<file path="src/rtl/fp_add_pipe.sv">
// fp_add_pipe: parametrised three-stage floating-point adder/subtractor
// with valid/ready flow control, user tag and exception flags.
module fp_add_pipe #(
    parameter int EXP_W  = 8,
    parameter int FRAC_W = 23,
    parameter int TAG_W  = 4
) (
    input  logic                      clk,
    input  logic                      rst,
    input  logic                      in_valid,
    output logic                      in_ready,
    input  logic [EXP_W+FRAC_W:0]     in_x,
    input  logic [EXP_W+FRAC_W:0]     in_y,
    input  logic                      in_sub,
    input  logic [TAG_W-1:0]          in_tag,
    output logic                      out_valid,
    input  logic                      out_ready,
    output logic [EXP_W+FRAC_W:0]     out_z,
    output logic [TAG_W-1:0]          out_tag,
    output logic                      out_invalid,
    output logic                      out_overflow
);

    localparam int W   = 1 + EXP_W + FRAC_W;
    localparam int WF  = FRAC_W + 5;
    localparam int LZW = $clog2(WF) + 1;
    localparam int EW  = ((EXP_W > LZW) ? EXP_W : LZW) + 2;
    localparam logic [EXP_W-1:0] EMAX = '1;

    logic en;

    assign en       = !out_valid || out_ready;
    assign in_ready = en;

    // ---------------- stage 1: unpack, classify, swap, align
    logic               x_s, y_s, a_s, b_s;
    logic [EXP_W-1:0]   x_e, y_e, a_e, b_e, d;
    logic [FRAC_W-1:0]  x_f, y_f;
    logic [WF-1:0]      x_m, y_m, a_m, b_m, lost, b_al;
    logic               x_nan, y_nan, x_inf, y_inf, swap;
    logic               nan1, inf1, infs1;

    assign x_s = in_x[W-1];
    assign x_e = in_x[W-2:FRAC_W];
    assign x_f = in_x[FRAC_W-1:0];
    assign y_s = in_y[W-1] ^ in_sub;
    assign y_e = in_y[W-2:FRAC_W];
    assign y_f = in_y[FRAC_W-1:0];

    assign x_nan = (x_e == EMAX) && (x_f != '0);
    assign y_nan = (y_e == EMAX) && (y_f != '0);
    assign x_inf = (x_e == EMAX) && (x_f == '0);
    assign y_inf = (y_e == EMAX) && (y_f == '0);

    // subnormal operands are flushed: no hidden bit, no fraction
    assign x_m = (x_e == '0) ? '0 : {2'b01, x_f, 3'b000};
    assign y_m = (y_e == '0) ? '0 : {2'b01, y_f, 3'b000};

    assign swap = y_e > x_e;
    assign a_s  = swap ? y_s : x_s;
    assign b_s  = swap ? x_s : y_s;
    assign a_e  = swap ? y_e : x_e;
    assign b_e  = swap ? x_e : y_e;
    assign a_m  = swap ? y_m : x_m;
    assign b_m  = swap ? x_m : y_m;

    assign d    = a_e - b_e;
    assign lost = b_m & ~({WF{1'b1}} << d);
    assign b_al = (b_m >> d) | {{(WF-1){1'b0}}, |lost};

    assign nan1  = x_nan | y_nan | (x_inf & y_inf & (x_s ^ y_s));
    assign inf1  = x_inf | y_inf;
    assign infs1 = x_inf ? x_s : y_s;

    logic               s1_v, s1_sa, s1_sb, s1_nan, s1_inf, s1_is;
    logic [EXP_W-1:0]   s1_e;
    logic [WF-1:0]      s1_ma, s1_mb;
    logic [TAG_W-1:0]   s1_tag;

    // capture aligned operands and special-case summary
    always_ff @(posedge clk or posedge rst) begin
        if (rst) begin
            s1_v   <= 1'b0;
            s1_sa  <= 1'b0;
            s1_sb  <= 1'b0;
            s1_nan <= 1'b0;
            s1_inf <= 1'b0;
            s1_is  <= 1'b0;
            s1_e   <= '0;
            s1_ma  <= '0;
            s1_mb  <= '0;
            s1_tag <= '0;
        end else if (en) begin
            s1_v   <= in_valid;
            s1_sa  <= a_s;
            s1_sb  <= b_s;
            s1_nan <= nan1;
            s1_inf <= inf1;
            s1_is  <= infs1;
            s1_e   <= a_e;
            s1_ma  <= a_m;
            s1_mb  <= b_al;
            s1_tag <= in_tag;
        end
    end

    // ---------------- stage 2: add/subtract and normalise
    logic               eff_sub, rs;
    logic [WF-1:0]      sum;
    logic [WF-2:0]      norm;
    logic [LZW-1:0]     lz;
    logic               found;
    logic signed [EW-1:0] ne;

    // magnitude add/sub, leading-zero count and normalising shift
    always_comb begin
        eff_sub = s1_sa ^ s1_sb;
        rs      = s1_sa;
        sum     = '0;
        if (!eff_sub) begin
            sum = s1_ma + s1_mb;
        end else if (s1_ma >= s1_mb) begin
            sum = s1_ma - s1_mb;
        end else begin
            sum = s1_mb - s1_ma;
            rs  = s1_sb;
        end
        if (sum == '0)
            rs = s1_sa & s1_sb;

        lz    = '0;
        found = 1'b0;
        for (int i = WF - 2; i >= 0; i--) begin
            if (!found) begin
                if (sum[i])
                    found = 1'b1;
                else
                    lz = lz + LZW'(1);
            end
        end

        if (sum[WF-1]) begin
            norm = {sum[WF-1:2], sum[1] | sum[0]};
            ne   = EW'(s1_e) + EW'(1);
        end else begin
            norm = sum[WF-2:0] << lz;
            ne   = EW'(s1_e) - EW'(lz);
        end
    end

    logic               s2_v, s2_s, s2_nan, s2_inf, s2_is;
    logic signed [EW-1:0] s2_e;
    logic [WF-2:0]      s2_m;
    logic [TAG_W-1:0]   s2_tag;

    // capture normalised mantissa with unbounded exponent
    always_ff @(posedge clk or posedge rst) begin
        if (rst) begin
            s2_v   <= 1'b0;
            s2_s   <= 1'b0;
            s2_nan <= 1'b0;
            s2_inf <= 1'b0;
            s2_is  <= 1'b0;
            s2_e   <= '0;
            s2_m   <= '0;
            s2_tag <= '0;
        end else if (en) begin
            s2_v   <= s1_v;
            s2_s   <= rs;
            s2_nan <= s1_nan;
            s2_inf <= s1_inf;
            s2_is  <= s1_is;
            s2_e   <= ne;
            s2_m   <= norm;
            s2_tag <= s1_tag;
        end
    end

    // ---------------- stage 3: round and pack
    logic [FRAC_W:0]    kept, mant_r;
    logic [2:0]         low3;
    logic               rup;
    logic [FRAC_W+1:0]  rnd;
    logic signed [EW-1:0] er;
    logic [W-1:0]       z3;
    logic               inv3, ovf3;

    // nearest-even rounding, then range and special-value selection
    always_comb begin
        kept   = s2_m[WF-2:3];
        low3   = s2_m[2:0];
        rup    = (low3 > 3'd4) || ((low3 == 3'd4) && kept[0]);
        rnd    = {1'b0, kept} + (FRAC_W+2)'(rup);
        mant_r = rnd[FRAC_W+1] ? rnd[FRAC_W+1:1] : rnd[FRAC_W:0];
        er     = s2_e + EW'(rnd[FRAC_W+1]);
        inv3   = 1'b0;
        ovf3   = 1'b0;
        z3     = {s2_s, er[EXP_W-1:0], mant_r[FRAC_W-1:0]};
        if (s2_nan) begin
            z3   = {1'b0, EMAX, 1'b1, {(FRAC_W-1){1'b0}}};
            inv3 = 1'b1;
        end else if (s2_inf) begin
            z3 = {s2_is, EMAX, {FRAC_W{1'b0}}};
        end else if (!mant_r[FRAC_W] || er[EW-1] || (er == '0)) begin
            z3 = {s2_s, {(EXP_W+FRAC_W){1'b0}}};
        end else if (er >= EW'(EMAX)) begin
            z3   = {s2_s, EMAX, {FRAC_W{1'b0}}};
            ovf3 = 1'b1;
        end
    end

    // output register, held while the consumer stalls
    always_ff @(posedge clk or posedge rst) begin
        if (rst) begin
            out_valid    <= 1'b0;
            out_z        <= '0;
            out_tag      <= '0;
            out_invalid  <= 1'b0;
            out_overflow <= 1'b0;
        end else if (en) begin
            out_valid    <= s2_v;
            out_z        <= z3;
            out_tag      <= s2_tag;
            out_invalid  <= inv3;
            out_overflow <= ovf3;
        end
    end

endmodule
</file>
<file path="config.mk">
export PLATFORM = sky130hd
export DESIGN_NAME = fp_add_pipe
export DESIGN_NICKNAME = d
export VERILOG_FILES = /design/src/rtl/fp_add_pipe.sv
export SDC_FILE = /design/constraint.sdc
export NUM_CORES = 1
export LEC_CHECK = 0
export ABC_AREA = 1
export ABC_CLOCK_PERIOD_IN_PS = 16900
export CORE_ASPECT_RATIO = 2
export CORE_MARGIN = 3
export CORE_UTILIZATION = 57
export CTS_BUF_LIST = sky130_fd_sc_hd__clkbuf_8
export DETAILED_ROUTE_END_ITERATION = 12
export PLACE_DENSITY = 0.8
export RECOVER_POWER = 50
export SYNTH_ARGS = -nofsm -noshare
export SYNTH_HDL_FRONTEND = slang
export SYNTH_SLANG_ARGS = --single-unit
</file>
<file path="constraint.sdc">
create_clock -name clk -period 16.9 [get_ports clk]
set_clock_uncertainty 0.1 [all_clocks]
set_input_delay 3.38 -clock clk [delete_from_list [all_inputs] [get_ports clk]]
set_output_delay 3.38 -clock clk [all_outputs]
set_load 0.02 [all_outputs]
</file>
==> key figures, run 1 <==
Status
  – Status: did not finish
  – Exit stage: global routing
  – Error: [ERROR GRT-0116] Global routing finished with congestion. Check the congestion regions in the DRC Viewer.

Yosys
  – Most common cell in the netlist: nand2_1
  – Yosys warning count: 0
  – Most frequent cells after synthesis: nand2_1, inv_1, o21ai_0, nor2_1, nand3_1
  – Synthesized Nets: around 3,400
  – Avg Inst Size Synth: 6.08 µm²
  – Post-synthesis sequential area ratio: 19.7%
  – Mapped Cells: 3,224
  – Area leader, netlist: dfrtp_1
  – Post-synthesis register bit count: 154
  – Asr flop ratio synth: 100%
  – Synth area leaders: dfrtp_1, nand2_1, inv_1, ha_1, o21ai_0
  – Yosys top cell area share: 19.7%
  – Mapped Area: 19,600 µm²
  – Top FF cell, synth: dfrtp_1
  – Post-synth cell types: 72
  – Post-synth EDFFs: 0

Global routing
  – Number of global-route vias before repair: 25,200
  – Largest net degree at the start of global routing: 130
  – GRT Util Overall: a little over half
  – Grt total ovfl: 21
  – First-pass GRT wire length: 147 mm

CTS
  – Clock Sinks: around 150
  – Root Buffer: clkbuf_8
  – Clock Path Buffers: 2
  – H-tree depth: 4
  – Num CTS Buffers: 17

Die
  – Die Wd: roughly 140 µm
  – Initial core utilization: about three fifths
  – Die H: 268 µm
  – # rows: 95
  – Total I/O pin count: ~110

Placed design
  – Cells after DPL: 3,774
  – GPL Wtd Cong: about 1.2
  – IO Port Bufs: 112
  – DPL Wire Length: about 71 mm
-- through the flow --
step | setup TNS (ns) | setup slack (ns) | area [µm²] | hold WS (ns)
global placement | 0 | 0.153 | 21400 | 0.347
detailed placement | -0.385 | -0.178 | 21400 | 0.360
CTS | 0 | 0.00713 | 22000 | 0.381
floorplan | 0 | 0.947 | 19600 | 0.340
-- cells by family after synthesis --
family	share of synthesized area [%]
muxes	0.306
adders and majority gates	7.97
xor gates and xnor gates	3.06
AOI/OAI and AO/OA	18.0
and+or+nand+nor	37.0
buffers and inverters	14.0
DFF	19.7
-- repair_timing --
| action | 4_1_cts |
|---|---|
| resized for setup | 35 |
| pin swaps | 2 |
| setup endpoints to repair | 18 |
| hold buffers | 0 |
| setup buffers | 2 |
-- metal layers --
| metal | overflow | global-route usage (%) |
|---|---|---|
| met1 | 0 | 47.3 |
| met2 | 8 | 84.0 |
| met3 | 0 | 19.7 |
| met4 | 13 | 61.6 |
| met5 | 0 | 0 |
==> run 2, diff against run 1 <==
==> config.mk (replaced) <==
export PLATFORM = sky130hd
export DESIGN_NAME = fp_add_pipe
export DESIGN_NICKNAME = d
export VERILOG_FILES = /design/src/rtl/fp_add_pipe.sv
export SDC_FILE = /design/constraint.sdc
export NUM_CORES = 1
export LEC_CHECK = 0
export ABC_AREA = 1
export ABC_CLOCK_PERIOD_IN_PS = 22000
export CORE_MARGIN = 3
export CORE_UTILIZATION = 40
export DETAILED_ROUTE_END_ITERATION = 12
export PLACE_DENSITY_LB_ADDON = 0.15
export RECOVER_POWER = 50
export SYNTH_ARGS = -nofsm -noshare
export SYNTH_HDL_FRONTEND = slang
export SYNTH_SLANG_ARGS = --single-unit
==> constraint.sdc (replaced) <==
create_clock -name clk -period 22 [get_ports clk]
set_clock_uncertainty 0.1 [all_clocks]
set_input_delay 4.4 -clock clk [delete_from_list [all_inputs] [get_ports clk]]
set_output_delay 4.4 -clock clk [all_outputs]
set_load 0.02 [all_outputs]
==> key figures, run 2 <==
Die
  – Core box area: 48,000 µm²
  – # rows: 80
  – Initial core utilization: 40.8%
  – Die Wd: 227 µm
  – Die H: 227 µm
  – Die area: around 52,000 µm²
  – Total I/O pin count: between 100 and 150

CTS
  – Num CTS Buffers: 17
  – Post-CTS Hold Fix Bufs: 0
  – Post-CTS setup buffer count: 0
  – H-tree depth: 4
  – Post-CTS Resized: 0
  – CTS tree: yes
  – Clock Sinks: 154
  – Skew-Pair Late Insertion Delay: 0.48 ns
  – Clock Path Buffers: 2
  – Root Buffer: clkbuf_16
  – Clock-pin slew on the worst setup and hold paths: 0.07 ns

Setup path
  – Critical path class: flop to flop
  – Reg2reg end: s2_e[6]
  – Setup crit start kind: flop
  – Worst-path fanout max: 38
  – Most frequent CP cell: nand2_1
  – Max incr delay on CP: 0.60 ns
  – Reg2reg path depth: around 110
  – R2R Setup Slk: approximately 3.5 ns
  – Arr. time, crit path: 18.78 ns
  – Crit-path slowest cell: ha_1
  – Setup crit end kind: flop
  – CP Data Required Time: 22.23 ns
  – Reg2Reg Launch Point: s1_ma[11]

Power and ir drop
  – Peak VDD IR: slightly below 0.0001 V
  – Clock power share: 9.6%
  – Psw: just over 2 mW
  – Logic pwr share: 76.2%
  – Pleak: 11.0 nW
  – Total power: 3.39 mW
  – Int Pwr: 1.34 mW
  – Sw Share: between 60% and 70%
  – Reg power frac: between 10 and 15%
  – Pwr per Cell Area: around 160 nW/µm²

Worst hold path
  – Worst hold path depth: 1
  – Worst Hold Path EP: out_valid
  – Hold/Removal Path Class: flop to flop
  – Min-delay src: s2_v

Yosys
  – Avg Inst Size Synth: around 6 µm²
  – Top FF cell, synth: dfrtp_1
  – Mapped Cells: 3,224
  – Post-synth cell types: slightly above 70
  – Most common cell in the netlist: nand2_1
  – Post-synthesis register bit count: 154
  – Post-synth EDFFs: 0
  – Yosys top cell area share: 19.7%
  – Area leader, netlist: dfrtp_1
  – Asr flop ratio synth: 100%
  – Post-synthesis sequential area ratio: 19.7%
  – Mapped Area: 19,600 µm²
  – Synthesized Nets: between 3,000 and 4,000
  – Synth area leaders: dfrtp_1, nand2_1, inv_1, ha_1, o21ai_0
  – Yosys warning count: 0
  – Most frequent cells after synthesis: nand2_1, inv_1, o21ai_0, nor2_1, nand3_1

STA
  – Worst hold slack: 0.378 ns
  – Max-slew headroom: -181%
  – Final worst-path cycle share: a little over four fifths
  – Setup TNS Final: 0 ns
  – Fin. Hold Viols: 0
  – Fmax: 0.0539 GHz
  – Actual slew at the worst max-slew pin: 4.22 ns
  – Endpoints failing setup: 0
  – Min cycle time layout: 18.54 ns
  – RSZ-0062 raised after global routing: no
  – Worst setup margin: roughly 3.5 ns
  – Fin. max-slew vios: 364

Placed design
  – Placed cell area: 20,900 µm²
  – GPL Wtd Cong: approximately 1.0
  – DPL Wire Length: 65.0 mm
  – Cells after DPL: 3,858
  – Place WS: between 3 and 4 ns
  – IO Port Bufs: 112

Global routing
  – GRT Util Overall: 30.6%
  – Number of global-route vias before repair: 21,000
  – Grt total ovfl: 0
  – First-pass GRT wire length: 121 mm
  – Largest net degree at the start of global routing: 88
  – Initial antenna violation count: 1

Route
  – Wire per inst: 20.5 µm
  – Drc violations: 0
  – Initial DRT Pass Iterations: 5
  – Post-route ant nets: 0
  – Vias/cell: around 5.6
  – Drt total wl: 79.9 mm
  – Initial DRC Count: 1,599
  – DR vias: roughly 22,000

Finish
  – Most frequent cells in the layout: nand2_1, inv_1, o21ai_0
  – Diode count: 0
  – Most common cell after layout, fill and taps aside: nand2_1
  – Top reg by flops: out_z
  – Final cell count without fillers: 3,890
  – Fin util: 44.8%
  – Post-route cell area: 21,500 µm²
  – Layout cell share with drive strength beyond 1: 7.08%
  – Largest registers: out_z x32, s1_mb x27, s2_m x27
  – Max FFs per register: 32
  – Nets: approximately 3,500
  – Area growth syn-to-layout: 9.89%

Status
  – Failing checks: max-capacitance violations, max-slew violations
  – Status: finished, violations left

Run
  – Max-cap violations: 5
## run 2: cell counts after synthesis
Identical to the previous run, type by type.
## run 2: worst max-delay path by stage
stage,startpoint,to,cells past startpoint
after floorplan,s1_ma[19],s2_e[8],114
after global placement,s1_ma[17],s2_e[6],113
after detailed placement,s1_ma[9],s2_e[6],114
after CTS,s1_ma[11],s2_e[6],114
after global routing,s1_ma[11],s2_e[5],113
final,s1_ma[11],s2_e[6],114
## run 2: area by class of cell
type / instances / area [µm²]
fillers: 5181 / 26500
multi-input cells: 2435 / 13000
flip-flops and latches: 154 / 3850
inverters: 516 / 1950
repair buffers: 138 / 1300
well taps: 615 / 769
clock buffers: 17 / 425
clock inverters: 15 / 201
## run 2: routing by layer
| metal | vias up | share of wire (%) | global-route usage (%) |
|---|---|---|---|
| met5 | - | 0.016 | 0 |
| met4 | 2 | 3.9 | 12.1 |
| met3 | 146 | 5.4 | 3.93 |
| met2 | 756 | 45 | 49.4 |
| met1 | 10300 | 46 | 41.8 |
| li1 | 10500 | - | - |
## run 2: logic make-up after synthesis
| kind of cell | Yosys count | synth area share, % |
|---|---|---|
| muxes | 6 | 0.306 |
| DFF | 154 | 19.7 |
| adders and majority gates | 123 | 7.97 |
| xor gates and xnor gates | 67 | 3.06 |
| buffers and inverters | 635 | 14.0 |
| AOI/OAI and AO/OA | 627 | 18.0 |
| and+or+nand+nor | 1612 | 37.0 |
## run 2: power by group through the flow
stage	clock (mW)	sequential (mW)	combinational (mW)
global placement	0	0.483	2.54
global route	0.342	0.496	2.85
finish	0.324	0.482	2.59
detailed placement	0	0.487	2.54
CTS	0.331	0.483	2.56
floorplan	0	0.500	1.72
## run 2: worst max-delay path, delay by kind of cell, from the launching register on
kind                       cells  cell delay [ns]
AOI/OAI and AO/OA              7             0.94
xor gates and xnor gates       1             0.14
adders and majority gates     27             7.75
buffers and inverters         18             1.00
DFF                            1             0.39
and+or+nand+nor               61             8.02
No activity file was read; power rests on OpenSTA's default activity.
==> run 3, diff against run 2 <==
--- a/config.mk
+++ b/config.mk
@@ -6,7 +6,7 @@
 export NUM_CORES = 1
 export LEC_CHECK = 0
 export ABC_AREA = 1
-export ABC_CLOCK_PERIOD_IN_PS = 22000
+export ABC_CLOCK_PERIOD_IN_PS = 16000
 export CORE_MARGIN = 3
 export CORE_UTILIZATION = 40
 export DETAILED_ROUTE_END_ITERATION = 12
==> constraint.sdc (replaced) <==
create_clock -name clk -period 16 [get_ports clk]
set_clock_uncertainty 0.1 [all_clocks]
set_input_delay 3.2 -clock clk [delete_from_list [all_inputs] [get_ports clk]]
set_output_delay 3.2 -clock clk [all_outputs]
set_load 0.02 [all_outputs]
==> key figures, run 3 (same netlist as run 2, synthesis figures left out) <==
Status
  – Status: finished, violations left
  – Failing checks: max-capacitance violations, max-slew violations

Finish
  – Most common cell after layout, fill and taps aside: nand2_1
  – Diode count: 0
  – Most frequent cells in the layout: nand2_1, buf_4, inv_1
  – Max FFs per register: 32
  – Layout cell share with drive strength beyond 1: 26.1%
  – Area growth syn-to-layout: 36.3%
  – Nets: 3,953
  – Layout fillers: 4,851
  – Top reg by flops: out_z
  – Largest registers: out_z x32, s1_mb x27, s2_m x27

Route
  – Post-route ant nets: 0
  – Drc violations: 0
  – Wire per inst: 19.5 µm
  – Drt total wl: 85.6 mm
  – Vias/cell: 5.40
  – Initial DRC Count: 1,757
  – Initial DRT Pass Iterations: 5
  – DR vias: 23,700

STA
  – Fin. Hold Viols: 0
  – Max-slew headroom: -187%
  – Final worst-path cycle share: about 97%
  – Actual slew at the worst max-slew pin: 4.29 ns
  – Fmax: around 0.065 GHz
  – Min cycle time layout: 15.44 ns
  – Setup TNS Final: 0 ns
  – Fin. max-slew vios: 204
  – Endpoints failing setup: 0

Setup path
  – Most frequent CP cell: buf_4
  – Crit-path slowest cell: dfrtp_1
  – Max incr delay on CP: about 0.42 ns
  – Worst-path fanout max: 4
  – CP Data Required Time: between 15 and 20 ns
  – Critical path class: flop to flop
  – Setup crit start kind: flop
  – Setup crit end kind: flop
  – Arr. time, crit path: about 16 ns

Global routing
  – Largest net degree at the start of global routing: 96
  – First-pass GRT wire length: between 100 and 150 mm
  – Number of global-route vias before repair: 22,600
  – Grt total ovfl: 0
  – Initial antenna violation count: 0
  – GRT Util Overall: 32.1%

CTS
  – Clock Sinks: about 150
  – Clock Path Buffers: 2
  – Root Buffer: clkbuf_16
  – CTS tree: yes
  – Num CTS Buffers: 17
  – Clock-pin slew on the worst setup and hold paths: 0.07 ns
  – H-tree depth: 4
  – Skew-Pair Late Insertion Delay: 0.48 ns

Worst hold path
  – Hold/Removal Path Class: flop to flop

Die
  – # rows: 80
  – Core box area: 48,000 µm²
  – Die Wd: 227 µm
  – Die H: 227 µm
  – Total I/O pin count: 113
  – Initial core utilization: 40.8%
  – Die area: about 52,000 µm²

Placed design
  – GPL Wtd Cong: between 1 and 1.5
  – IO Port Bufs: 112
  – DPL Wire Length: 67.7 mm

Power and ir drop
  – Peak VDD IR: approximately 0.00011 V
  – Pwr per Cell Area: between 200 and 250 nW/µm²
  – Pleak: 13.5 nW
  – Total power: around 6 mW

Run
  – Max-cap violations: 3
-- run 3: cell count changes in the layout (fill, tap and decap cells not counted), moves of 40 or more --
cell / before / now
buf_4: 22 / 504
nand2_1: 888 / 809
nand2_2: 39 / 100
ha_1: 120 / 63
ha_4: 0 / 48
inv_1: 465 / 425
-- run 3: per-stage QoR --
step / instance area (µm²) / setup slack (ns) / utilization, % / hold slack [ns] / instances
4_1_cts: 25700 / 0.00230 / 53.4 / 0.385 / 4366
5_1_grt: 26700 / -0.101 / 55.6 / 0.403 / 4385
2_1_floorplan: 19600 / 0.0470 / - / 0.340 / 3224
3_3_place_gp: 23800 / -0.626 / 49.6 / 0.361 / 4245
3_5_place_dp: 23800 / -0.732 / 49.6 / 0.366 / 4245
6_report: 26700 / 0.558 / 55.6 / 0.380 / 4385
-- run 3: area by class of cell --
class	instances	area (µm²)	share of cell area, %
repair buffers	633	5080	19.0
clock buffers	17	425	1.59
well taps	615	769	2.88
clock inverters	15	195	0.731
flip-flops and latches	154	3850	14.4
inverters	516	1970	7.36
multi-input cells	2435	14400	54.0
-- run 3: metal layers --
layer	track usage (%)	wire, µm	vias to the layer above
met5	0	0	-
met4	11.4	3070	0
met3	4.23	4880	152
met2	53.4	39700	792
met1	42.9	37900	11200
li1	-	-	11500
-- run 3: critical path: cells and delay by family (launching register included) --
family	cells	cell delay, ns
buf+inv	59	6.60
fa+ha+maj	11	2.53
flops	1	0.42
simple gates	53	4.85
compound gates	5	0.38
xor+xnor	2	0.39
-- run 3: path summary, 6_finish.rpt --
path | slack [ns] | cells past startpoint | start | end
setup reg to reg | 0.56 | 130 | s1_mb[5] | s2_e[6]
hold reg to reg | 0.38 | 2 | s1_tag[2] | s1_tag[2]
max in group asynchronous | 6.99 | 3 | rst | s1_ma[9]
setup / recovery | 0.56 | 130 | s1_mb[5] | s2_e[6]
hold / removal | 0.38 | 2 | s1_tag[2] | s1_tag[2]
min in group asynchronous | 4.36 | 2 | rst | s1_tag[0]
-- run 3: repair_timing --
item / 4_1_cts / 5_1_grt
setup endpoints to repair: 36 / 36
buffers inserted: 89 / 20
pin swaps: 72 / 90
resized for setup: 125 / 235
hold buffers: 0 / 0
hold endpoints to repair: 0 / 0
-- run 3: power by group --
| part | switching [mW] | internal (mW) |
|---|---|---|
| logic | 2.94 | 1.95 |
| registers | 0.119 | 0.539 |
| clock network | 0.208 | 0.226 |
==> run 4, diff against run 3 <==
--- a/config.mk
+++ b/config.mk
@@ -12,6 +12,7 @@
 export DETAILED_ROUTE_END_ITERATION = 12
 export PLACE_DENSITY_LB_ADDON = 0.15
 export RECOVER_POWER = 50
+export SETUP_SLACK_MARGIN = 0.05
 export SYNTH_ARGS = -nofsm -noshare
 export SYNTH_HDL_FRONTEND = slang
 export SYNTH_SLANG_ARGS = --single-unit
==> key figures, run 4 (same netlist as run 2, synthesis figures left out) <==
Status
  – Status: finished, violations left
  – Failing checks: max-capacitance violations, max-slew violations

Route
  – Post-route ant nets: 0
  – Wire per inst: 19.2 µm
  – Vias/cell: 5.41
  – Drc violations: 0
  – DR vias: between 20,000 and 25,000
  – Initial DRT Pass Iterations: 6
  – Initial DRC Count: around 1,800
  – Drt total wl: around 85 mm

Setup path
  – Critical path class: flop to flop
  – CP Data Required Time: 16.29 ns
  – Worst Path Buf+Inv: 29
  – Worst-path fanout max: 4
  – Crit-path slowest cell: dfrtp_1
  – Arr. time, crit path: 15.81 ns
  – Setup crit start kind: flop
  – Most frequent CP cell: nand2_2
  – Crit path max-delay family: adder cells
  – Setup crit end kind: flop
  – Max incr delay on CP: approximately 0.42 ns

Global routing
  – Largest net degree at the start of global routing: between 80 and 90
  – Grt total ovfl: 0
  – GRT Util Overall: 31.7%
  – Initial antenna violation count: 0
  – Number of global-route vias before repair: 22,700
  – First-pass GRT wire length: 127 mm

Worst hold path
  – Hold/Removal Path Class: flop to flop

STA
  – Max-slew headroom: -184%
  – Fmax: 0.0644 GHz
  – Endpoints failing setup: 0
  – Min cycle time layout: 15.52 ns
  – Fin. max-slew vios: 254
  – Worst setup margin: 0.479 ns
  – Final worst-path cycle share: 97.0%
  – Setup TNS Final: 0 ns
  – Fin. Hold Viols: 0
  – Worst hold slack: just under 0.4 ns
  – Actual slew at the worst max-slew pin: between 4 and 5 ns

Power and ir drop
  – Pwr per Cell Area: about 220 nW/µm²
  – Pleak: 13.7 nW
  – Sw Share: 54.7%
  – Peak VDD IR: 0.000121 V
  – Clock power share: 6.9%
  – Int Pwr: around 2.7 mW
  – Logic pwr share: 82.3%
  – Reg power frac: 10.8%
  – Psw: 3.31 mW
  – Total power: 6.06 mW

Finish
  – Area growth syn-to-layout: 38.0%
  – Post-route cell area: 27,100 µm²
  – Fin util: a little under three fifths
  – Diode count: 0
  – Final cell count without fillers: 4,404
  – Nets: 3,972
  – Layout cell share with drive strength beyond 1: between 20% and 30%
  – Largest registers: out_z x32, s1_mb x27, s2_m x27
  – Top reg by flops: out_z
  – Most common cell after layout, fill and taps aside: nand2_1
  – Max FFs per register: 32
  – Layout fillers: 4,819
  – Most frequent cells in the layout: nand2_1, buf_4, inv_1

Placed design
  – Place WS: -0.810 ns
  – Cells after DPL: about 4,300
  – IO Port Bufs: between 100 and 150
  – GPL Wtd Cong: 1.02
  – DPL Wire Length: between 60 and 70 mm
  – Placed cell area: 24,000 µm²

Die
  – Total I/O pin count: ~110
  – Initial core utilization: 40.8%
  – Core box area: 48,000 µm²
  – Die Wd: approximately 230 µm
  – # rows: 80
  – Die area: 51,700 µm²
  – Die H: 227 µm

CTS
  – Clock Path Buffers: 2
  – Skew-Pair Late Insertion Delay: 0.48 ns
  – Clock Sinks: 154
  – Root Buffer: clkbuf_16
  – CTS tree: yes
  – H-tree depth: 4
  – Clock-pin slew on the worst setup and hold paths: 0.08 ns
  – Num CTS Buffers: 17

Run
  – Max-cap violations: 4
run 4: metal layers:
layer	global-route usage (%)	vias to the layer above	part of all wire, %
met5	0	-	0
met4	12.6	0	4.7
met3	3.96	193	5.8
met2	52.9	840	46
met1	41.9	11200	43
li1	-	11600	-
run 4: final timing paths:
check                      depth (start not counted)  slack, ns        from    endpoint
hold / removal                                     2       0.39  out_tag[1]  out_tag[1]
hold reg to reg                                    2       0.39  out_tag[1]  out_tag[1]
setup reg to reg                                 119       0.48    s1_mb[8]     s2_e[8]
max in group asynchronous                          3       6.60         rst   out_z[20]
setup / recovery                                 119       0.48    s1_mb[8]     s2_e[8]
min in group asynchronous                          2       4.07         rst      s1_nan
run 4: worst register-to-register path, delay by kind of cell, from the launching register on:
family                   cells  cell delay (ns)
AO/OA/AOI/OAI                8             0.91
adder cells (fa/ha/maj)     25             6.20
buffers and inverters       29             2.22
flip-flops                   1             0.42
AND/OR/NAND/NOR             57             5.54
run 4: layout make-up:
cell class	count	area, µm²	area share [%]
multi-input combinational	2435	14600	53.9
inverter	516	1970	7.29
sequential	154	3850	14.2
clock buffer	17	425	1.57
timing repair buffer	652	5270	19.5
clock inverter	15	174	0.643
tap	615	769	2.84
run 4: power by group through the flow:
stage          logic [mW]  clock network (mW)  registers [mW]
6_report             4.98               0.417           0.655
3_5_place_dp         4.12                   0           0.653
4_1_cts              4.41               0.425           0.652
3_3_place_gp         4.11                   0           0.649
2_1_floorplan        2.37                   0           0.688
5_1_grt              5.39               0.440           0.673
run 4: what timing repair did:
item | 4_1_cts | 5_1_grt
setup buffers | 74 | 39
resized for setup | 101 | 317
hold buffers | 0 | 0
endpoints found under the setup margin | 36 | 36
pin swaps | 46 | 135
